File: src/rtl/ycr_dmem_wb_initiator_pkg.sv
// Shared types for the Wishbone-to-dmem initiator bridge.
// Holds the YCR dmem protocol encodings (command, width, response), the bridge FSM state type
// and a helper that expands a Wishbone byte select into a 32-bit lane mask.
package ycr_dmem_wb_initiator_pkg;

  typedef enum logic {
    YCR_MEM_CMD_RD = 1'b0,
    YCR_MEM_CMD_WR = 1'b1
  } type_ycr_mem_cmd_e;

  typedef enum logic [1:0] {
    YCR_MEM_WIDTH_BYTE  = 2'b00,
    YCR_MEM_WIDTH_HWORD = 2'b01,
    YCR_MEM_WIDTH_WORD  = 2'b10
  } type_ycr_mem_width_e;

  typedef enum logic [1:0] {
    YCR_MEM_RESP_NOTRDY = 2'b00,
    YCR_MEM_RESP_RDY_OK = 2'b01,
    YCR_MEM_RESP_RDY_ER = 2'b10
  } type_ycr_mem_resp_e;

  typedef enum logic [2:0] {
    StIdle,
    StReq,
    StResp,
    StAck,
    StErr,
    StDone
  } type_ycr_wbi_fsm_e;

  // Byte-lane select -> bit mask (one byte of ones per selected lane).
  function automatic logic [31:0] ycr_wbi_sel_mask(input logic [3:0] sel);
    logic [31:0] mask;
    mask = '0;
    for (int i = 0; i < 4; i++) begin
      mask[8*i +: 8] = {8{sel[i]}};
    end
    return mask;
  endfunction

endpackage

File: src/rtl/ycr_dmem_wb_initiator_if.sv
// Wishbone-classic bus bundle seen by the dmem initiator bridge.
// Signal names are from the bridge's point of view (_i = into the bridge).
//   slave  : the bridge (samples cyc/stb/we/adr/dat/sel, returns dat_o/ack/err)
//   master : the external bus master (host loader, debug/DMA port)
interface ycr_dmem_wb_initiator_if;

  logic        wbd_cyc_i;
  logic        wbd_stb_i;
  logic        wbd_we_i;
  logic [31:0] wbd_adr_i;
  logic [31:0] wbd_dat_i;
  logic [3:0]  wbd_sel_i;
  logic [31:0] wbd_dat_o;
  logic        wbd_ack_o;
  logic        wbd_err_o;

  modport slave (
    input  wbd_cyc_i, wbd_stb_i, wbd_we_i, wbd_adr_i, wbd_dat_i, wbd_sel_i,
    output wbd_dat_o, wbd_ack_o, wbd_err_o
  );

  modport master (
    output wbd_cyc_i, wbd_stb_i, wbd_we_i, wbd_adr_i, wbd_dat_i, wbd_sel_i,
    input  wbd_dat_o, wbd_ack_o, wbd_err_o
  );

endinterface

File: src/rtl/ycr_wbi_sel_decode.sv
// Combinational decode of a Wishbone byte select into a dmem access.
//   sel_i     : byte lane select
//   width_o   : dmem access width
//   lane_o    : byte offset of the access within the word
//   illegal_o : select pattern has no single naturally-aligned dmem equivalent
module ycr_wbi_sel_decode
  import ycr_dmem_wb_initiator_pkg::*;
(
  input  logic [3:0]          sel_i,
  output type_ycr_mem_width_e width_o,
  output logic [1:0]          lane_o,
  output logic                illegal_o
);

  always_comb begin
    width_o   = YCR_MEM_WIDTH_WORD;
    lane_o    = 2'd0;
    illegal_o = 1'b0;
    case (sel_i)
      4'b0001: begin width_o = YCR_MEM_WIDTH_BYTE;  lane_o = 2'd0; end
      4'b0010: begin width_o = YCR_MEM_WIDTH_BYTE;  lane_o = 2'd1; end
      4'b0100: begin width_o = YCR_MEM_WIDTH_BYTE;  lane_o = 2'd2; end
      4'b1000: begin width_o = YCR_MEM_WIDTH_BYTE;  lane_o = 2'd3; end
      4'b0011: begin width_o = YCR_MEM_WIDTH_HWORD; lane_o = 2'd0; end
      4'b1100: begin width_o = YCR_MEM_WIDTH_HWORD; lane_o = 2'd2; end
      4'b1111: begin width_o = YCR_MEM_WIDTH_WORD;  lane_o = 2'd0; end
      default: illegal_o = 1'b1;
    endcase
  end

endmodule

File: src/rtl/ycr_dmem_wb_initiator.sv
// Wishbone-classic slave to YCR dmem initiator bridge.
// Lets an external bus master read/write the TCM through the core's dmem req/ack/resp
// protocol, one transaction at a time. A responder that never answers is cut off after
// RESP_TMO cycles in RESP (0 disables) and reported as a bus error.
//   clk, rst_n     : clock, asynchronous active-low reset
//   wb             : Wishbone slave bundle (lane-positioned data)
//   dmem_req/cmd/width/addr/wdata : request side, data right-aligned
//   dmem_req_ack/rdata/resp       : responder side
module ycr_dmem_wb_initiator
  import ycr_dmem_wb_initiator_pkg::*;
#(
  parameter int unsigned RESP_TMO = 255,
  parameter int unsigned TMO_W    = 8
) (
  input  logic                         clk,
  input  logic                         rst_n,
  ycr_dmem_wb_initiator_if.slave       wb,
  output logic                         dmem_req,
  output logic                         dmem_cmd,
  output logic [1:0]                   dmem_width,
  output logic [31:0]                  dmem_addr,
  output logic [31:0]                  dmem_wdata,
  input  logic                         dmem_req_ack,
  input  logic [31:0]                  dmem_rdata,
  input  logic [1:0]                   dmem_resp
);

  localparam logic [TMO_W-1:0] TmoLast = TMO_W'(RESP_TMO - 1);

  type_ycr_wbi_fsm_e   state_q, state_d;
  logic [TMO_W-1:0]    tmo_q, tmo_d;
  logic                abort_q, abort_d;
  logic                ack_q, ack_d;
  logic                err_q, err_d;
  type_ycr_mem_cmd_e   cmd_q;
  type_ycr_mem_width_e width_q;
  logic [1:0]          lane_q;
  logic [3:0]          sel_q;
  logic [31:0]         addr_q;
  logic [31:0]         wdata_q;
  logic [31:0]         dat_q;

  type_ycr_mem_width_e dec_width;
  logic [1:0]          dec_lane;
  logic                dec_illegal;
  logic                capture;
  logic                rd_capture;
  logic                tmo_hit;

  ycr_wbi_sel_decode u_sel_decode (
    .sel_i     (wb.wbd_sel_i),
    .width_o   (dec_width),
    .lane_o    (dec_lane),
    .illegal_o (dec_illegal)
  );

  assign tmo_hit = (RESP_TMO != 0) && (tmo_q == TmoLast);

  always_comb begin
    state_d    = state_q;
    tmo_d      = tmo_q;
    abort_d    = abort_q;
    capture    = 1'b0;
    rd_capture = 1'b0;
    unique case (state_q)
      StIdle: begin
        if (wb.wbd_cyc_i && wb.wbd_stb_i) begin
          capture = 1'b1;
          abort_d = 1'b0;
          state_d = dec_illegal ? StErr : StReq;
        end
      end
      StReq: begin
        tmo_d = '0;
        if (dmem_req_ack) state_d = StResp;
      end
      StResp: begin
        // RDY_OK is checked first so it wins over a coincident timeout.
        if (dmem_resp == YCR_MEM_RESP_RDY_OK) begin
          state_d    = StAck;
          rd_capture = (cmd_q == YCR_MEM_CMD_RD);
        end else if (dmem_resp == YCR_MEM_RESP_RDY_ER || tmo_hit) begin
          state_d = StErr;
        end else begin
          tmo_d = tmo_q + 1'b1;
        end
      end
      StAck:   state_d = StDone;
      StErr:   state_d = StDone;
      StDone:  state_d = StIdle;
      default: state_d = StIdle;
    endcase
    // A master that abandons the cycle still lets the dmem transfer finish, but gets no reply.
    if (state_q != StIdle && !wb.wbd_cyc_i) abort_d = 1'b1;
    ack_d = (state_d == StAck) && !abort_d;
    err_d = (state_d == StErr) && !abort_d;
  end

  always_ff @(posedge clk or negedge rst_n) begin
    if (!rst_n) begin
      state_q <= StIdle;
      tmo_q   <= '0;
      abort_q <= 1'b0;
      ack_q   <= 1'b0;
      err_q   <= 1'b0;
      cmd_q   <= YCR_MEM_CMD_RD;
      width_q <= YCR_MEM_WIDTH_WORD;
      lane_q  <= 2'd0;
      sel_q   <= 4'd0;
      addr_q  <= '0;
      wdata_q <= '0;
      dat_q   <= '0;
    end else begin
      state_q <= state_d;
      tmo_q   <= tmo_d;
      abort_q <= abort_d;
      ack_q   <= ack_d;
      err_q   <= err_d;
      if (capture) begin
        cmd_q   <= wb.wbd_we_i ? YCR_MEM_CMD_WR : YCR_MEM_CMD_RD;
        width_q <= dec_width;
        lane_q  <= dec_lane;
        sel_q   <= wb.wbd_sel_i;
        addr_q  <= {wb.wbd_adr_i[31:2], dec_lane};
        wdata_q <= wb.wbd_dat_i >> {dec_lane, 3'b000};
      end
      if (rd_capture) begin
        dat_q <= (dmem_rdata << {lane_q, 3'b000}) & ycr_wbi_sel_mask(sel_q);
      end
    end
  end

  assign dmem_req   = (state_q == StReq);
  assign dmem_cmd   = cmd_q;
  assign dmem_width = width_q;
  assign dmem_addr  = addr_q;
  assign dmem_wdata = wdata_q;

  assign wb.wbd_dat_o = dat_q;
  assign wb.wbd_ack_o = ack_q;
  assign wb.wbd_err_o = err_q;

endmodule

File: src/flat_wrapper.sv
// flat-port wrapper written by rule: the top's interface ports become plain ports
module ycr_dmem_wb_initiator_flat import ycr_dmem_wb_initiator_pkg::*;
#(
  parameter int unsigned RESP_TMO = 255,
  parameter int unsigned TMO_W    = 8
)
  (clk, rst_n, dmem_req, dmem_cmd, dmem_width, dmem_addr, dmem_wdata, dmem_req_ack, dmem_rdata, dmem_resp, wb_wbd_cyc_i, wb_wbd_stb_i, wb_wbd_we_i, wb_wbd_adr_i, wb_wbd_dat_i, wb_wbd_sel_i, wb_wbd_dat_o, wb_wbd_ack_o, wb_wbd_err_o);
  ycr_dmem_wb_initiator_if wb_i ();
  input  logic clk;
  input  logic rst_n;
  output logic dmem_req;
  output logic dmem_cmd;
  output logic [1:0] dmem_width;
  output logic [31:0] dmem_addr;
  output logic [31:0] dmem_wdata;
  input  logic dmem_req_ack;
  input  logic [31:0] dmem_rdata;
  input  logic [1:0] dmem_resp;
  input wire logic [$bits(wb_i.wbd_cyc_i)-1:0] wb_wbd_cyc_i;
  input wire logic [$bits(wb_i.wbd_stb_i)-1:0] wb_wbd_stb_i;
  input wire logic [$bits(wb_i.wbd_we_i)-1:0] wb_wbd_we_i;
  input wire logic [$bits(wb_i.wbd_adr_i)-1:0] wb_wbd_adr_i;
  input wire logic [$bits(wb_i.wbd_dat_i)-1:0] wb_wbd_dat_i;
  input wire logic [$bits(wb_i.wbd_sel_i)-1:0] wb_wbd_sel_i;
  output wire logic [$bits(wb_i.wbd_dat_o)-1:0] wb_wbd_dat_o;
  output wire logic [$bits(wb_i.wbd_ack_o)-1:0] wb_wbd_ack_o;
  output wire logic [$bits(wb_i.wbd_err_o)-1:0] wb_wbd_err_o;
  assign wb_i.wbd_cyc_i = wb_wbd_cyc_i;
  assign wb_i.wbd_stb_i = wb_wbd_stb_i;
  assign wb_i.wbd_we_i = wb_wbd_we_i;
  assign wb_i.wbd_adr_i = wb_wbd_adr_i;
  assign wb_i.wbd_dat_i = wb_wbd_dat_i;
  assign wb_i.wbd_sel_i = wb_wbd_sel_i;
  assign wb_wbd_dat_o = wb_i.wbd_dat_o;
  assign wb_wbd_ack_o = wb_i.wbd_ack_o;
  assign wb_wbd_err_o = wb_i.wbd_err_o;
  ycr_dmem_wb_initiator #(.RESP_TMO(RESP_TMO), .TMO_W(TMO_W)) u_core (.clk(clk), .rst_n(rst_n), .wb(wb_i), .dmem_req(dmem_req), .dmem_cmd(dmem_cmd), .dmem_width(dmem_width), .dmem_addr(dmem_addr), .dmem_wdata(dmem_wdata), .dmem_req_ack(dmem_req_ack), .dmem_rdata(dmem_rdata), .dmem_resp(dmem_resp));
endmodule
File: config.mk
export PLATFORM = sky130hd
export DESIGN_NAME = ycr_dmem_wb_initiator_flat
export DESIGN_NICKNAME = d
export VERILOG_FILES = /design/src/rtl/ycr_dmem_wb_initiator_pkg.sv /design/src/rtl/ycr_dmem_wb_initiator_if.sv /design/src/rtl/ycr_wbi_sel_decode.sv /design/src/rtl/ycr_dmem_wb_initiator.sv /design/src/flat_wrapper.sv
export SDC_FILE = /design/constraint.sdc
export NUM_CORES = 1
export LEC_CHECK = 0
export CAP_MARGIN = 0
export CELL_PAD_IN_SITES_DETAIL_PLACEMENT = 1
export CELL_PAD_IN_SITES_GLOBAL_PLACEMENT = 1
export CORE_UTILIZATION = 33
export CTS_CLUSTER_DIAMETER = 30
export DETAILED_ROUTE_END_ITERATION = 6
export PLACE_DENSITY_LB_ADDON = 0.12
export SKIP_CTS_REPAIR_TIMING = 1
export SLEW_MARGIN = 25
export SYNTH_ARGS = -nofsm -noshare
export SYNTH_HDL_FRONTEND = slang
export SYNTH_SLANG_ARGS = --single-unit
File: constraint.sdc
create_clock -name clk -period 2 [get_ports clk]
set_input_delay 0.2 -clock clk [delete_from_list [all_inputs] [get_ports clk]]
set_output_delay 0.2 -clock clk [all_outputs]
set_load 0.005 [all_outputs]
==> summary.txt <==
Yosys
  • EDFF count, synth: 0
  • Flops & latches, synth: between 100 and 150
  • Leading area contributor after synthesis: dfrtp_1
  • Synth Flop Type: dfrtp_1
  • Sequential area share after synthesis: between 50% and 60%
  • Async set-reset flop share out of synthesis: between 90% and 100%
  • Post-synthesis cell type count: 50
  • Mean Syn Cell Area: around 9.4 um^2
  • YS warnings: 0
  • Syn Std Cell Area: between 5000 and 6000 um^2
  • Syn Inst Count: 594
  • Synth top area share: 52.1%
  • Ranking of synthesized cells by area: dfrtp_1, nand2_1, mux2i_1
  • Syn_nets: 704

STA
  • Tmin final: between 1.5 and 2 ns
  • Total negative slack: 0 ns
  • Setup Viol. Count Final: 0
  • Max Fclk: ~520 MHz
  • RSZ-0062 raised after global routing: false
  • Fin crit share: a little over nine tenths
  • Final Hold Vio Count: 0
  • Skew final: approximately 0.0067 ns
  • Slew headroom: between 50% and 60%
  • Worst-Margin Slew: ~0.66 ns
  • Setup ws final: between 0.08 and 0.09 ns
  • Slew Viols, Final: 0

Layout
  • Area Growth Syn to Fin: 57.6%
  • Filler cells: around 1800
  • Area of the multi-input gates: around 2500 um^2
  • Final instance area: 8780 um^2
  • Sequential cell area: between 2000 and 3000 um^2
  • # nets final: 934
  • Antenna fix cells: 0
  • Share of cells above drive strength 1: a little over an eighth

Clock tree
  • Clock root cell: clkbuf_16
  • Reg clk slew, reported paths: ~0.06 ns
  • CTS Buf Count: 17
  • H-tree lvl count: 4
  • Clk sinks: between 100 and 150
  • Bufs on Longest Clock Path: 2
  • CTS tree: yes
  • Clock Latency Late Sink: about 0.42 ns

Placed design
  • Detail Placement HPWL: 13700 um
  • DP Worst Slack: -0.207 ns
  • PortBufs: just over 200
  • GPL Wtd Cong: between 0.8 and 0.9
  • Area after DPL: about 8100 um^2

Drt
  • Drt first pass iters: 4
  • Initial DRC count: roughly 200
  • Vias: approximately 5300
  • Vias per inst: around 5.0
  • Post-DR wirelength/cell: around 18 um
  • DRC viols: 0
  • ANT nets after route: 0
  • WL final: 18600 um

Critical path
  • Max incr delay on CP: 0.50 ns
  • FF-to-FF path depth: 4
  • Crit start category: register
  • CP max stage cell: clkdlybuf4s50_1
  • FF-to-FF End: u_core.dmem_wdata[11]
  • CP arrival: roughly 1.7 ns
  • Critical path class: reg2out
  • Reg-to-reg slack, setup: between 0.1 and 0.15 ns
  • Crit Path Max Fanout: 10
  • Crit path depth: 4
  • Critical path cell sequence: buf_6 > nor2b_4 > and2_4 > clkdlybuf4s50_1
  • Worst path required time: roughly 1.8 ns
  • Crit-path leading delay family: buffers and inverters
  • Worst R2R Start: u_core.state_q[0]
  • Nature of the critical path endpoint: output port
  • CP bufs+invs: 2

GRT
  • Global-route usage over all layers: 22.4%
  • Initial antenna violation count: 0
  • Largest net degree at the start of global routing: 57
  • Vias in the first global route: ~5700
  • First-pass GRT wire length: between 30000 and 40000 um
  • GRT overflow: 0

Floorplanning
  • Chip Width: ~130 um
  • Core Area: about 17000 um^2
  • Vert. Die Dim: ~130 um
  • Full die area: around 17000 um^2
  • I/O pin count: 210
  • Row Count: between 40 and 50
  • Starting density of the core: approximately a third

Outcome
  • Outcome: completed

Power
  • P per Cell Area: 1350 nW/um^2
  • Total power: between 10 and 15 mW
  • Leak: ~3.9 nW
  • Worst vdd ir: between 0.0007 and 0.0008 V

Min path
  • Hold WC Path Type: in2async

Job
  • Maxcap violations: 0
==> sequential cells by signal (all words and copies together), names as in the netlist <==
register,cells
u_core.state_q,3
u_core.dmem_cmd,1
u_core.dmem_width,2
u_core.wb.wbd_err_o,1
u_core.wb.wbd_dat_o,32
u_core.wb.wbd_ack_o,1
u_core.dmem_addr,32
u_core.tmo_q,8
u_core.dmem_wdata,32
u_core.sel_q,4
u_core.abort_q,1
==> layout by cell type, fill, tap and decap left out, types with 6 or more instances in the layout <==
master	instances
o21ai_0	49
o211ai_1	8
o31ai_1	12
dfrtp_1	114
clkdlybuf4s50_1	206
buf_12	7
clkinv_2	6
inv_1	6
clkbuf_16	17
a21oi_1	18
buf_4	34
nand2_1	202
mux2_2	19
nor2_1	28
mux2i_1	32
a221oi_1	8
==> area by class of cell <==
cell class | count | area share (%)
clock inverter | 10 | 1.45
inverter | 7 | 0.299
multi-input combinational | 432 | 28.1
clock buffer | 22 | 5.40
sequential | 117 | 33.4
timing repair buffer | 249 | 28.2
tap | 220 | 3.14
==> worst register-to-register path, delay by kind of cell (launching register included) <==
family / cells / cell delay, ns
buffers and inverters: 1 / 0.22
DFF: 1 / 0.45
and+or+nand+nor: 2 / 0.80
AOI/OAI and AO/OA: 1 / 0.27
==> layer usage <==
metal,routed length [um],track usage (%),vias to the layer above
met2,9360,38.3,147
met3,883,5.11,32
met1,7930,27.2,2580
met4,459,8.91,0
met5,0,0,-
li1,-,-,2493
==> synthesized netlist by cell type (2+ instances only) <==
library cell  number
inv_1              7
nor2b_1            4
o211ai_1           8
nand3_1            5
buf_2             10
a21oi_1           18
nand2b_1           2
or4_1              4
o31ai_1           12
mux2_2            19
ha_1               2
dfrtp_1          116
o21ai_0           49
clkbuf_1          21
nor3_1             2
mux2i_1           32
or3_1              5
mux4_1             2
a221oi_1           8
nand4_1            4
nor3b_1            2
nor2_1            28
nor3_2             2
mux4_2             2
nand2_1          202
buf_1              4
==> worst max-delay path by stage <==
stage                                 start                    end
after floorplan             u_core.tmo_q[0]        u_core.tmo_q[2]
after global placement      wb_wbd_sel_i[3]   u_core.dmem_wdata[0]
after detailed placement    wb_wbd_sel_i[3]  u_core.dmem_wdata[14]
after CTS                 u_core.state_q[2]               dmem_req
after global routing        u_core.tmo_q[0]        u_core.tmo_q[7]
final                     u_core.state_q[2]               dmem_req
==> metrics by stage <==
| step | utilization [%] | cells | hold slack [ns] |
|---|---|---|---|
| after floorplan | - | 594 | -0.0956 |
| after global placement | 49.1 | 1021 | 0.171 |
| after detailed placement | 49.1 | 1021 | 0.181 |
| after CTS | 52.8 | 1053 | -0.269 |
| after global routing | 53.1 | 1057 | 0.310 |
| final | 53.1 | 1057 | 0.268 |
==> power breakdown <==
group | leakage [nW] | internal [mW] | switching (mW)
combinational | 2.10 | 2.70 | 2.06
clock | 0.299 | 2.04 | 1.07
sequential | 1.50 | 3.35 | 0.633
total | 3.90 | 8.09 | 3.76
==> cell families after synthesis <==
family                   share of synthesized area [%]
multiplexers                                      11.6
AO/OA/AOI/OAI                                     11.4
flip-flops                                        52.6
XOR/XNOR                                         0.157
buffers and inverters                             3.84
AND/OR/NAND/NOR                                   19.9
adder cells (fa/ha/maj)                          0.449
No activity file was read; power rests on OpenSTA's default activity.
